### src/rtl/mul_error_stats.sv
// mul_error_stats: accumulates error count, signed/absolute error-distance sums and max error over a fixed-length run
module mul_error_stats #(
  parameter int W = 16,
  parameter int N_SAMPLES = 10000,
  parameter int CNT_W = 32,
  parameter int ACC_W = 48
) (
  input  logic             clk,
  input  logic             rst_n,
  input  logic             start,
  input  logic             in_valid,
  output logic             in_ready,
  input  logic [W-1:0]     exact,
  input  logic [W-1:0]     apprx,
  output logic             busy,
  output logic             done,
  output logic [CNT_W-1:0] sample_cnt,
  output logic [CNT_W-1:0] err_cnt,
  output logic [ACC_W-1:0] sum_ed_abs,
  output logic [ACC_W-1:0] sum_ed,
  output logic [W-1:0]     max_ed
);
  typedef enum logic [1:0] {IDLE, RUN, DRAIN, DONE} state_t;
  state_t state_q, state_d;
  logic [CNT_W-1:0] acc_q, acc_d, sample_cnt_q, sample_cnt_d, err_cnt_q, err_cnt_d;
  logic v1_q, v1_d, mis_q, mis_d;
  logic signed [W:0] d_q, d_d;
  logic [W-1:0] ad_q, ad_d, max_q, max_d;
  logic [ACC_W-1:0] sum_abs_q, sum_abs_d;
  logic signed [ACC_W-1:0] sum_q, sum_d, dx, ss;
  logic [CNT_W:0] sc_inc, ec_inc;
  logic [ACC_W:0] sa_inc;
  logic xfer, clr, last, ovf;
  assign in_ready = state_q == RUN;
  assign busy = state_q == RUN || state_q == DRAIN;
  assign done = state_q == DONE;
  assign xfer = in_valid && in_ready;
  assign clr = start && (state_q == IDLE || state_q == DONE);
  assign last = xfer && acc_q == CNT_W'(N_SAMPLES - 1);
  assign sample_cnt = sample_cnt_q;
  assign err_cnt = err_cnt_q;
  assign sum_ed_abs = sum_abs_q;
  assign sum_ed = sum_q;
  assign max_ed = max_q;
  always_comb begin
    state_d = clr ? RUN : last ? DRAIN : (state_q == DRAIN && !v1_q) ? DONE : state_q;
    acc_d = clr ? '0 : acc_q + CNT_W'(xfer);
    v1_d = xfer;
    d_d = xfer ? $signed({1'b0, exact}) - $signed({1'b0, apprx}) : d_q;
    ad_d = xfer ? (exact >= apprx ? exact - apprx : apprx - exact) : ad_q;
    mis_d = xfer ? exact != apprx : mis_q;
    sc_inc = {1'b0, sample_cnt_q} + (CNT_W+1)'(1);
    ec_inc = {1'b0, err_cnt_q} + (CNT_W+1)'(mis_q);
    sa_inc = {1'b0, sum_abs_q} + (ACC_W+1)'(ad_q);
    dx = ACC_W'(d_q);
    ss = sum_q + dx;
    ovf = sum_q[ACC_W-1] == dx[ACC_W-1] && ss[ACC_W-1] != sum_q[ACC_W-1];
    sample_cnt_d = clr ? '0 : !v1_q ? sample_cnt_q : sc_inc[CNT_W] ? '1 : sc_inc[CNT_W-1:0];
    err_cnt_d = clr ? '0 : !v1_q ? err_cnt_q : ec_inc[CNT_W] ? '1 : ec_inc[CNT_W-1:0];
    sum_abs_d = clr ? '0 : !v1_q ? sum_abs_q : sa_inc[ACC_W] ? '1 : sa_inc[ACC_W-1:0];
    sum_d = clr ? '0 : !v1_q ? sum_q : !ovf ? ss :
            sum_q[ACC_W-1] ? {1'b1, {(ACC_W-1){1'b0}}} : {1'b0, {(ACC_W-1){1'b1}}};
    max_d = clr ? '0 : (v1_q && ad_q > max_q) ? ad_q : max_q;
  end
  always_ff @(posedge clk) begin
    if (!rst_n) begin
      state_q <= IDLE;
      acc_q <= '0;
      v1_q <= 1'b0;
      d_q <= '0;
      ad_q <= '0;
      mis_q <= 1'b0;
      sample_cnt_q <= '0;
      err_cnt_q <= '0;
      sum_abs_q <= '0;
      sum_q <= '0;
      max_q <= '0;
    end else begin
      state_q <= state_d;
      acc_q <= acc_d;
      v1_q <= v1_d;
      d_q <= d_d;
      ad_q <= ad_d;
      mis_q <= mis_d;
      sample_cnt_q <= sample_cnt_d;
      err_cnt_q <= err_cnt_d;
      sum_abs_q <= sum_abs_d;
      sum_q <= sum_d;
      max_q <= max_d;
    end
  end
endmodule
### config.mk
export PLATFORM = sky130hd
export DESIGN_NAME = mul_error_stats
export DESIGN_NICKNAME = d
export VERILOG_FILES = /design/src/rtl/mul_error_stats.sv
export SDC_FILE = /design/constraint.sdc
export NUM_CORES = 1
export LEC_CHECK = 0
export BUFFER_PORTS_ARGS = -buffer_cell sky130_fd_sc_hd__buf_4
export CAP_MARGIN = 20
export CORE_AREA = 2 2 218 167
export DETAILED_ROUTE_END_ITERATION = 8
export DIE_AREA = 0 0 220 169
export HOLD_SLACK_MARGIN = 0.05
export PLACE_DENSITY = 0.68
export SLEW_MARGIN = 15
export SYNTH_ARGS = -nofsm -noshare
export SYNTH_HDL_FRONTEND = slang
export SYNTH_SLANG_ARGS = --single-unit
### constraint.sdc
create_clock -name clk -period 4 [get_ports clk]
set_input_delay 1 -clock clk [delete_from_list [all_inputs] [get_ports clk]]
set_output_delay 1 -clock clk [all_outputs]
set_load 0.02 [all_outputs]
# [Yosys cells after proc, flatten, opt, wreduce, memory -nomap -nowiden]
# Index checks and enable logic that the tools add are counted.
[op_classes] magnitude_cmp=2 n_eq_ne=7 n_bitwise=1 muxes=9 n_addsub=8 n_reduce_logical=13
[ops] operator="2-to-1 mux 48 bit" count=3
[ops] operator="2-to-1 mux 32 bit" count=2
[ops] operator="adder 48 x 16 -> 49 bit" count=1
[ops] operator="adder 48 x 17 -> 48 bit" count=1
[ops] operator="adder 32 x 1 -> 33 bit" count=1
[ops] operator="adder 32 x 1 -> 33 bit (second input constant)" count=1
[ops] operator="adder 32 x 1 -> 32 bit" count=1
[ops] operator="== test 32 x 14 -> 1 bit (second input constant)" count=1
[ops] operator="subtractor 16 bit" count=2
[ops] operator="subtractor 16 x 16 -> 17 bit" count=1
[ops] operator="greater-or-equal comparator 16 bit" count=1
[ops] operator="greater-than comparator 16 bit" count=1
[ops] operator="2-to-1 mux 16 bit" count=1
[ops] operator="inequality test 16 bit" count=1
[ops] operator="logical AND 1 bit" count=6
[ops] operator="== test 2 bit (second input constant)" count=2
[ops] operator="2-to-1 mux 2 bit" count=2
[ops] operator="nonzero test 3 bit" count=1
[ops] operator="== test 2 x 1 -> 1 bit (second input constant)" count=1
[ops] operator="logical NOT 2 bit" count=1
[ops] operator="logical OR 1 bit" count=2
[ops] operator="nonzero test 2 bit" count=1
[ops] operator="OR reduction 2 bit" count=1
[ops] operator="== test 1 bit" count=1
[ops] operator="4 further kinds" count=4
[word_totals] reg_bits=245 word_cells=52 in_bits=36 out_inout_bits=179

# [Depth between registers and ports, before layout]
# Gate-level depths: netlist of the first run.
[depth] ltp_word=5 ltp_mapped=15 mapped_depth_nobuf=13

# [Least setup slack after synthesis of the first run]
# Ideal clock, no wire load.
[synth_timing] path_kind="input to register" startpoint="input exact[0]" endpoint="register ad_q[7]" slack_ns=0.522 t_required_ns=3.867 path_buffers=1 arrival_time_ns=3.345 path_stages=14 setup_time_ns=0.133 path_cell_list="inv_1 ha_1 fa_1 nor2b_1 o21ai_1 a21boi_0 o21ai_1 a211oi_1 nor3_4 nand2_2 buf_6 mux2i_1 xnor2_1 a21oi_1"
[synth_via] elab_chain_len=2 elab_cells_between_ends=4 classes_between="add/sub: 2; order compare: 1; mux: 1"
[synth_lines] element="start: declaration" line_no="13" rtl="input logic [W-1:0] exact,"
[synth_lines] element="subtractor 16 bit or greater-or-equal comparator 16 bit (tied branches)" line_no="50" rtl="ad_d = xfer ? (exact >= apprx ? exact - apprx : apprx - exact) : ad_q;"
[synth_lines] element="2-to-1 mux 16 bit (*)" line_no="50"
[synth_lines] element="end signal: assignment" line_no="71" rtl="ad_q <= '0;"
[synth_lines] element="end signal: assignment" line_no="83" rtl="ad_q <= ad_d;"
[synth_lines] element="end: declaration" line_no="28" rtl="logic [W-1:0] ad_q, ad_d, max_q, max_d;"
# Every way passes the cells marked *; elsewhere a longest branch is shown, timed or not.
# A chain may end at the register's enable or synchronous reset.

# [Worst setup path after layout of the first run]
[layout_timing] startpoint="input exact[0]" endpoint="register ad_q[5]"
# Same word-level chain as after synthesis.

==> results of run 1 <==
==> final cells by class <==
type | instances | area, µm² | area share [%]
Multi-Input combinational cell | 1537 | 9970 | 53.9
Sequential cell | 244 | 4890 | 26.4
Timing Repair Buffer | 236 | 1800 | 9.72
Clock buffer | 42 | 865 | 4.68
Tap cell | 465 | 582 | 3.15
Inverter | 82 | 308 | 1.67
Clock inverter | 8 | 73.8 | 0.400
==> path summary, 6_finish.rpt <==
check,start,end,depth (start not counted)
worst max-delay path,exact[0],ad_q[5],14
worst min-delay path,d_q[2],d_q[2],2
worst max register to register,d_q[16],sum_ed[35],12
worst min register to register,d_q[2],d_q[2],2
==> cells by family after synthesis <==
group                    after synthesis
AO/OA/AOI/OAI                        567
XOR/XNOR                             173
adder cells (fa/ha/maj)              122
buffers and inverters                181
flip-flops                           244
multiplexers                          27
AND/OR/NAND/NOR                      648
==> synth_stat cells (29+ instances only) <==
library cell    n  share of area [%]
and3_1         44                1.8
nor2_1        127                3.1
nor3_1         29               0.93
xor2_1         91                5.1
nand4_1        46                1.8
xnor2_1        82                4.6
clkbuf_1       68                1.6
nand3_1        80                2.6
inv_1          82                2.0
a21o_1         37                1.8
ha_1          118                9.5
dfxtp_1       244                 31
nand2_1       196                4.7
a21oi_1       240                7.7
o21ai_0       161                5.2
==> cell usage in the layout, fill, tap and decap left out, drive strengths merged, types with 23 or more instances in the layout <==
| master | netlist | layout |
|---|---|---|
| dfxtp | 244 | 244 |
| a21oi | 243 | 243 |
| buf | 30 | 236 |
| nand2 | 197 | 197 |
| o21ai | 169 | 169 |
| nor2 | 128 | 128 |
| ha | 118 | 118 |
| xor2 | 91 | 91 |
| inv | 82 | 83 |
| xnor2 | 82 | 82 |
| nand3 | 81 | 81 |
| nand4 | 46 | 46 |
| and3 | 44 | 44 |
| clkbuf | 69 | 42 |
| a21o | 37 | 37 |
| nor3 | 33 | 33 |
| and2 | 25 | 25 |
| mux2i | 23 | 23 |
==> report_power, final <==
group          switching (mW)  total [mW]  internal (mW)
logic                   0.507       0.840          0.333
clock network            1.06        2.61           1.55
registers              0.0525        2.53           2.47
==> sequential cells by signal (all words and copies together) (netlist names) <==
name        cells
d_q            17
err_cnt        32
acc_q          32
sum_ed_abs     48
mis_q           1
state_q         2
sample_cnt     32
ad_q           15
max_ed         16
v1_q            1
sum_ed         48
==> per-layer routing <==
metal	global-route usage, %	part of all wire (%)	up-vias
met5	0	0	-
met4	5.19	2.1	0
met3	2.98	4.6	63
met2	35.8	44	309
met1	33.4	49	6953
li1	-	-	7266
==> critical path, stage by stage <==
cell and delay, ns:
buf_4 0.08, inv_1 0.05, ha_1 0.23, fa_1 0.42
nor2b_1 0.17, o21ai_1 0.10, a21boi_0 0.26, o21ai_1 0.15
a211oi_1 0.40, nor3_4 0.13, nand2_2 0.38, mux2i_1 0.29
xor2_1 0.17, a21oi_1 0.08
==> summary.txt, run 1 <==
Post-CTS sizing - 0
Initial Util - 44.3%
Post-synthesis instance total - 1,962
GRT Overall Usage - 22.9%
Fraction of the mapped netlist area in simple logic gates - 20.8%
Worst Setup End Kind - flop
H-tree depth - 1
Pwr Density - 323 mW/mm²
Clock root cell - clkbuf_16
Share of cells above drive strength 1 - 15.1%
Worst VDD drop - 0.325 mV
Setup TNS - 0 ns
Synth Warn # - 0
TritonCTS clock tree - yes
Via count - 14,600
DR iter-0 viols - 994
Min-delay worst type - flop to flop
Final setup viols - 0
DRC - 0
First-pass GRT wire length - 70,700 µm
Leak - 7.89 nW
Site Rows - 60
Achievable Freq - 0.288 GHz
Drt wl/cell - 16.8 µm
Fin area - 0.0185 mm²
Pre-CTS WS - 0.0246 ns
DR vias/cell - 5.58
Clock period minus worst slack - 3.47 ns
Predominant post-synthesis flop cell - dfxtp_1
Xor and xnor area share after synthesis - 9.73%
Clock transition at the registers of the reported paths - 0.06 ns
Post-route ant nets - 0
Sink Count - 244
Asr flop ratio synth - 0%
Syn_area_per_cell - 7.94 µm²
Post-Synthesis Cell Area - 0.0156 mm²
Number of diodes - 0
Inst Count DP - 2,564
Mapped Nets - 2,120
Status - complete, no violations
Syn-to-layout area delta - 18.7%
Placed Area - 0.0175 mm²
# port buffers - 214
Post-CTS setup buffer count - 0
Post-synth EDFFs - 0
Slew Viols, Final - 0
Die height - 169 µm
Worst Setup Start Kind - input port
Net count, final - 2,287
Die W - 220 µm
Req. time, crit path - 4.42 ns
Layout Cells excl Fill - 2,614
Synth Area in Adders - 10.0%
Critical path peak fanout - 13
WS Path Type - input port to flop
Fin worst setup slack - 0.530 ns
Synth Area in Compound Gates - 21.6%
Max-Cap Viols - 0
Number of fill cells in the layout - 3,329
# hold bufs at CTS - 0
Die area - 0.0372 mm²
Placer Congestion - 0.911
Slew @ Worst Pin - 0.972 ns
CTS buffer count - 28
Vias in the first global route - 13,500
Clk buf depth - 3
Slew margin rel. - 35.1%
Core area - 0.0351 mm²
Critical Path AT - 3.89 ns
R2R Setup Slk - 0.60 ns
Final total power - 5.97 mW
Register bit total from synthesis - 244
Skew final - 0.0214 ns
Hold slack - 0.483 ns
WL final - 44,000 µm
Main combinational cell family by area after synthesis - compound AO/OA/AOI/OAI gates
Drt pass-1 iters - 5
Largest net degree at the start of global routing - 94
HPWL Detailed - 32,600 µm
Mux cell area share after synthesis - 1.77%
Endpoints failing hold - 0
Sequential share of the synthesized area - 31.4%
Post-synth cell types - 86
Worst skew pair latency - 0.56 ns
Post-route clock period utilization - 86.7%
Remaining Overflow, GRT - 0
Final Util - 52.6%
RSZ-0062 raised after global routing - no
IO Pins - 215
Initial antenna violation count - 0
(Power assumes the default switching activity.)
==> run 2: changes to the inputs <==
- ABC_AREA: default -> 1
- CORE_AREA: 2 2 218 167 -> 2 2 300 154
- DIE_AREA: 0 0 220 169 -> 0 0 302 156
- PLACE_DENSITY: 0.68 -> 0.61
==> summary.txt, run 2 <==
Post-route ant nets - 0
Number of diodes - 0
# port buffers - 214
Worst skew pair latency - 0.56 ns
Die height - 156 µm
Share of cells above drive strength 1 - 13.5%
Net count, final - 3,551
Post-Synthesis Cell Area - 0.0198 mm²
Pwr Density - 269 mW/mm²
Post-CTS setup buffer count - 0
Largest stage delay on the critical path - 0.43 ns
Slew margin rel. - 43.2%
Largest net degree at the start of global routing - 70
Top cell family by delay on the critical path - simple AND/OR/NAND/NOR gates
Sequential share of the synthesized area - 24.7%
Min-delay worst type - flop to flop
Asr flop ratio synth - 0%
Skew final - 0.0184 ns
Clk buf depth - 3
Die area - 0.0471 mm²
Drt pass-1 iters - 6
DR vias/cell - 5.18
Worst VDD drop - 0.311 mV
TritonCTS clock tree - yes
Met1 GRT Util - 44.3%
Post-CTS sizing - 0
Post-synth cell types - 55
Mapped Nets - 3,375
Gate power share - 17.3%
CTS buffer count - 26
Core area - 0.0445 mm²
Syn_area_per_cell - 6.14 µm²
Via count - 20,800
WL final - 66,000 µm
Top-count cell post-synth - nand2_1
Top post-synthesis cells by area - dfxtp_1 25%, nand2_1 18%, inv_1 9.6%
CP dominant cell by count - nand2_1
Worst Setup Start Kind - flop
Sink Count - 244
Req. time, crit path - 4.42 ns
Register bit total from synthesis - 244
Final total power - 6.09 mW
Site Rows - 55
Endpoints failing hold - 0
RSZ-0062 raised after global routing - no
Worst path slowest cell - nand4_4
Initial Util - 44.4%
Inst Count DP - 3,963
WS Path Type - flop to flop
Slew @ Worst Pin - 0.846 ns
Critical Path AT - 3.47 ns
DR iter-0 viols - 2,020
Setup TNS - 0 ns
Initial antenna violation count - 0
Top post-synthesis cells by count - 928 x nand2_1, 507 x inv_1, 301 x nor2_1
Vias in the first global route - 18,400
Most frequent cells in the layout - 927 x nand2_1, 506 x inv_1, 300 x nor2_1
Clock root cell - clkbuf_16
Post-synthesis instance total - 3,217
Synth Warn # - 0
P_sw - 1.85 mW
Area leader, netlist - dfxtp_1
Critical path peak fanout - 35
Layout Cells excl Fill - 4,008
Busiest grt layer - met1
IO Pins - 215
Clock transition at the registers of the reported paths - 0.06 ns
Achievable Freq - 0.328 GHz
Predominant post-synthesis flop cell - dfxtp_1
# hold bufs at CTS - 0
Die W - 302 µm
HPWL Detailed - 52,200 µm
Drt wl/cell - 16.5 µm
First-pass GRT wire length - 103,000 µm
Commonest non-fill, non-tap cell in the layout - nand2_1
Grt met3 use - 6.14%
Critical path buffers and inverters - 3
Leak - 11.0 nW
Syn-to-layout area delta - 14.8%
Post-synth EDFFs - 0
DRC - 0
Slew Viols, Final - 0
Critical Path, Cell by Cell - buf_4 > ha_1 > nand2_1 > inv_2 > nand2_1 > nand2_1 > a21oi_1 > nor2_1 > nor2_1 > nand4_4 > buf_12 > nand2_2 > a21oi_2
Reg power frac - 41.6%
Remaining Overflow, GRT - 0
Clock period minus worst slack - 3.05 ns
GRT Overall Usage - 27.4%
Clk pwr share - 41.1%
Grt met2 use - 36.0%
Final setup viols - 0
Internal - 4.24 mW
H-tree depth - 1
Post-route clock period utilization - 76.1%
Max-Cap Viols - 0
Sw Share - 30.4%
Worst Setup End Kind - flop
Status - complete, no violations
Post-synth top area share - 24.7%
Placer Congestion - 1.03
run 2: changes by cell type after synthesis, moves of 49 or more:
cell / before / now
nand3_1: 80 / 182
nor2_1: 127 / 301
a21oi_2: 3 / 52
nand2_1: 196 / 928
xnor2_1: 82 / 26
nand2_2: 1 / 53
inv_1: 82 / 507
run 2: metrics by stage:
stage / cell area (µm²) / setup WS, ns / hold slack, ns / utilization [%]
6_report: 22700 / 0.954 / 0.468 / 50.9
5_1_grt: 22700 / 0.728 / 0.502 / 50.9
4_1_cts: 22700 / 0.968 / 0.471 / 50.9
3_5_place_dp: 21800 / 0.842 / 0.462 / 49.0
3_3_place_gp: 21800 / 0.864 / 0.448 / 49.0
2_1_floorplan: 19800 / 0.776 / 0.439 / -
run 2: power groups by stage:
stage | logic, mW | clock network [mW] | registers [mW]
detailed placement | 1.03 | 0 | 2.59
global route | 1.16 | 2.65 | 2.54
CTS | 1.04 | 2.57 | 2.53
finish | 1.05 | 2.50 | 2.53
floorplan | 0.708 | 0 | 2.59
global placement | 1.02 | 0 | 2.59
run 2: routing by layer:
layer	vias up	share of wire [%]	routed length, µm
li1	10600	-	-
met1	9438	53	34700
met2	724	37	24300
met3	57	9.2	6090
met4	0	1.4	912
met5	-	0	0
run 2: area by class of cell:
class                           instances  area, µm²
Clock inverter                         10        113
Clock buffer                           35        736
Fill cell                            4600      21800
Tap cell                              598        748
Sequential cell                       244       4890
Multi-Input combinational cell       2353      12400
Inverter                              541       2030
Timing Repair Buffer                  227       1740
run 2: tightest hold or removal path, cell delays in order, from the launching register on:
cell	delay, ns
dfxtp_1	0.31
nand2_1	0.06
a21oi_1	0.05
run 2: path summary, 6_finish.rpt:
path                   from    endpoint  slack, ns  depth (start not counted)
setup / recovery    d_q[16]  sum_ed[11]       0.95                         13
hold / removal    acc_q[31]   acc_q[31]       0.47                          2
hold reg to reg   acc_q[31]   acc_q[31]       0.47                          2
setup reg to reg    d_q[16]  sum_ed[11]       0.95                         13
run 2: kinds of logic (layout without fill, tap and decap cells):
logic type	after synthesis	in the layout	share of synthesized area [%]
flops	244	244	24.7
compound gates	437	437	12.6
fa+ha+maj	122	122	7.88
buf+inv	620	813	12.6
simple gates	1693	1693	37.7
xor+xnor	101	101	4.48
==> run 3: changes to the inputs <==
- clock period: 4 -> 3.07 ns (I/O delays scaled with it)
==> summary.txt, run 3 (synthesis results as in run 2) <==
Req. time, crit path - 3.51 ns
Internal - 5.67 mW
Remaining Overflow, GRT - 0
Post-route ant nets - 0
Clk buf depth - 3
WS Path Type - flop to flop
Critical path peak fanout - 13
Clk pwr share - 42.1%
Sw Share - 30.1%
Busiest grt layer - met1
Worst VDD drop - 0.423 mV
Gate power share - 17.2%
WL final - 67,700 µm
Reg power frac - 40.7%
Pwr Density - 355 mW/mm²
Critical Path AT - 3.20 ns
IO Pins - 215
Net count, final - 3,566
Fin area - 0.0229 mm²
Commonest non-fill, non-tap cell in the layout - nand2_1
Post-CTS sizing - 0
DR iter-0 viols - 2,086
Most frequent cells in the layout - 927 x nand2_1, 506 x inv_1, 300 x nor2_1
Via count - 20,900
Drt wl/cell - 16.8 µm
Worst skew pair latency - 0.56 ns
H-tree depth - 1
GRT Overall Usage - 28.1%
Achievable Freq - 0.362 GHz
Clock transition at the registers of the reported paths - 0.07 ns
CTS buffer count - 26
Largest net degree at the start of global routing - 107
Slew Viols, Final - 0
Slew @ Worst Pin - 0.878 ns
Endpoints failing hold - 0
P_sw - 2.45 mW
DR vias/cell - 5.19
Met1 GRT Util - 45.0%
Die height - 156 µm
Post-route clock period utilization - 89.9%
Initial Util - 44.4%
Sink Count - 244
Drt pass-1 iters - 6
# port buffers - 214
Core area - 0.0445 mm²
Die area - 0.0471 mm²
HPWL Detailed - 53,700 µm
First-pass GRT wire length - 105,000 µm
Slew margin rel. - 41.0%
Die W - 302 µm
Syn-to-layout area delta - 15.8%
R2r worst-path depth - 12
Min-delay worst type - flop to flop
Placed Area - 0.0220 mm²
R2R Setup Slk - 0.31 ns
RSZ-0062 raised after global routing - no
Worst Setup Start Kind - flop
Critical Path Sink - sum_ed_abs[2]
Clock root cell - clkbuf_16
CP Launch Point - d_q[0]
Worst Setup End Kind - flop
Vias in the first global route - 18,700
Placer Congestion - 1.04
Share of cells above drive strength 1 - 14.1%
Post-CTS setup buffer count - 0
Grt met2 use - 37.0%
Status - complete, no violations
Leak - 11.1 nW
Initial antenna violation count - 1
# hold bufs at CTS - 0
FF-to-FF End - sum_ed_abs[2]
Site Rows - 55
Setup TNS - 0 ns
Max-Cap Viols - 0
Worst r2r src - d_q[0]
Skew final - 0.0185 ns
Final setup viols - 0
DRC - 0
Grt met3 use - 6.86%
TritonCTS clock tree - yes
Clock period minus worst slack - 2.76 ns
run 3: per-stage QoR:
| step | power, mW | hold WS (ns) | std cells | setup WS, ns | util [%] |
|---|---|---|---|---|---|
| 3_3_place_gp | 4.74 | 0.448 | 3978 | 0.311 | 49.3 |
| 4_1_cts | 8.18 | 0.466 | 4025 | 0.364 | 51.4 |
| 3_5_place_dp | 4.75 | 0.456 | 3978 | 0.234 | 49.3 |
| 2_1_floorplan | 4.30 | 0.439 | 3217 | 0.0780 | - |
| 6_report | 8.12 | 0.469 | 4026 | 0.309 | 51.4 |
| 5_1_grt | 8.47 | 0.502 | 4025 | 0.107 | 51.4 |
run 3: final cells by class:
| cell class | instances | area [µm²] |
|---|---|---|
| repair buffers | 242 | 1880 |
| clock buffers | 33 | 748 |
| flip-flops and latches | 244 | 4890 |
| fillers | 4646 | 21700 |
| well taps | 598 | 748 |
| multi-input cells | 2353 | 12400 |
| inverters | 541 | 2030 |
| clock inverters | 14 | 156 |
| diodes | 1 | 2.50 |
run 3: worst min path at each step:
stage / slack (ns) / cells after the start / end / start
final: 0.47 / 2 / acc_q[31] / acc_q[31]
after CTS: 0.47 / 2 / acc_q[31] / acc_q[31]
after detailed placement: 0.46 / 2 / acc_q[31] / acc_q[31]
after floorplan: 0.44 / 2 / acc_q[31] / acc_q[31]
after global routing: 0.50 / 2 / acc_q[31] / acc_q[31]
after global placement: 0.45 / 2 / acc_q[31] / acc_q[31]
run 3: metal layers:
metal,vias to the layer above,share of wire (%)
li1,10600,-
met1,9495,52
met2,771,37
met3,54,10
met4,0,1.4
met5,-,0
run 3: power by group through the flow:
stage | Combinational, mW | Sequential (mW) | Clock [mW]
finish | 1.40 | 3.31 | 3.42
global route | 1.55 | 3.31 | 3.61
CTS | 1.38 | 3.31 | 3.50
detailed placement | 1.37 | 3.38 | 0
global placement | 1.36 | 3.38 | 0
floorplan | 0.923 | 3.38 | 0
run 3: worst max-delay path, stage by stage (launching register included):
cell and delay [ns]:
dfxtp_1 0.44, ha_1 0.29, fa_1 0.49, nand2_1 0.10, nand3_1 0.09, nand3_1 0.12, nand2_1 0.14, nand2_1 0.11
nand2_2 0.11, a21oi_2 0.27, inv_2 0.19, o21ai_0 0.22, inv_1 0.06
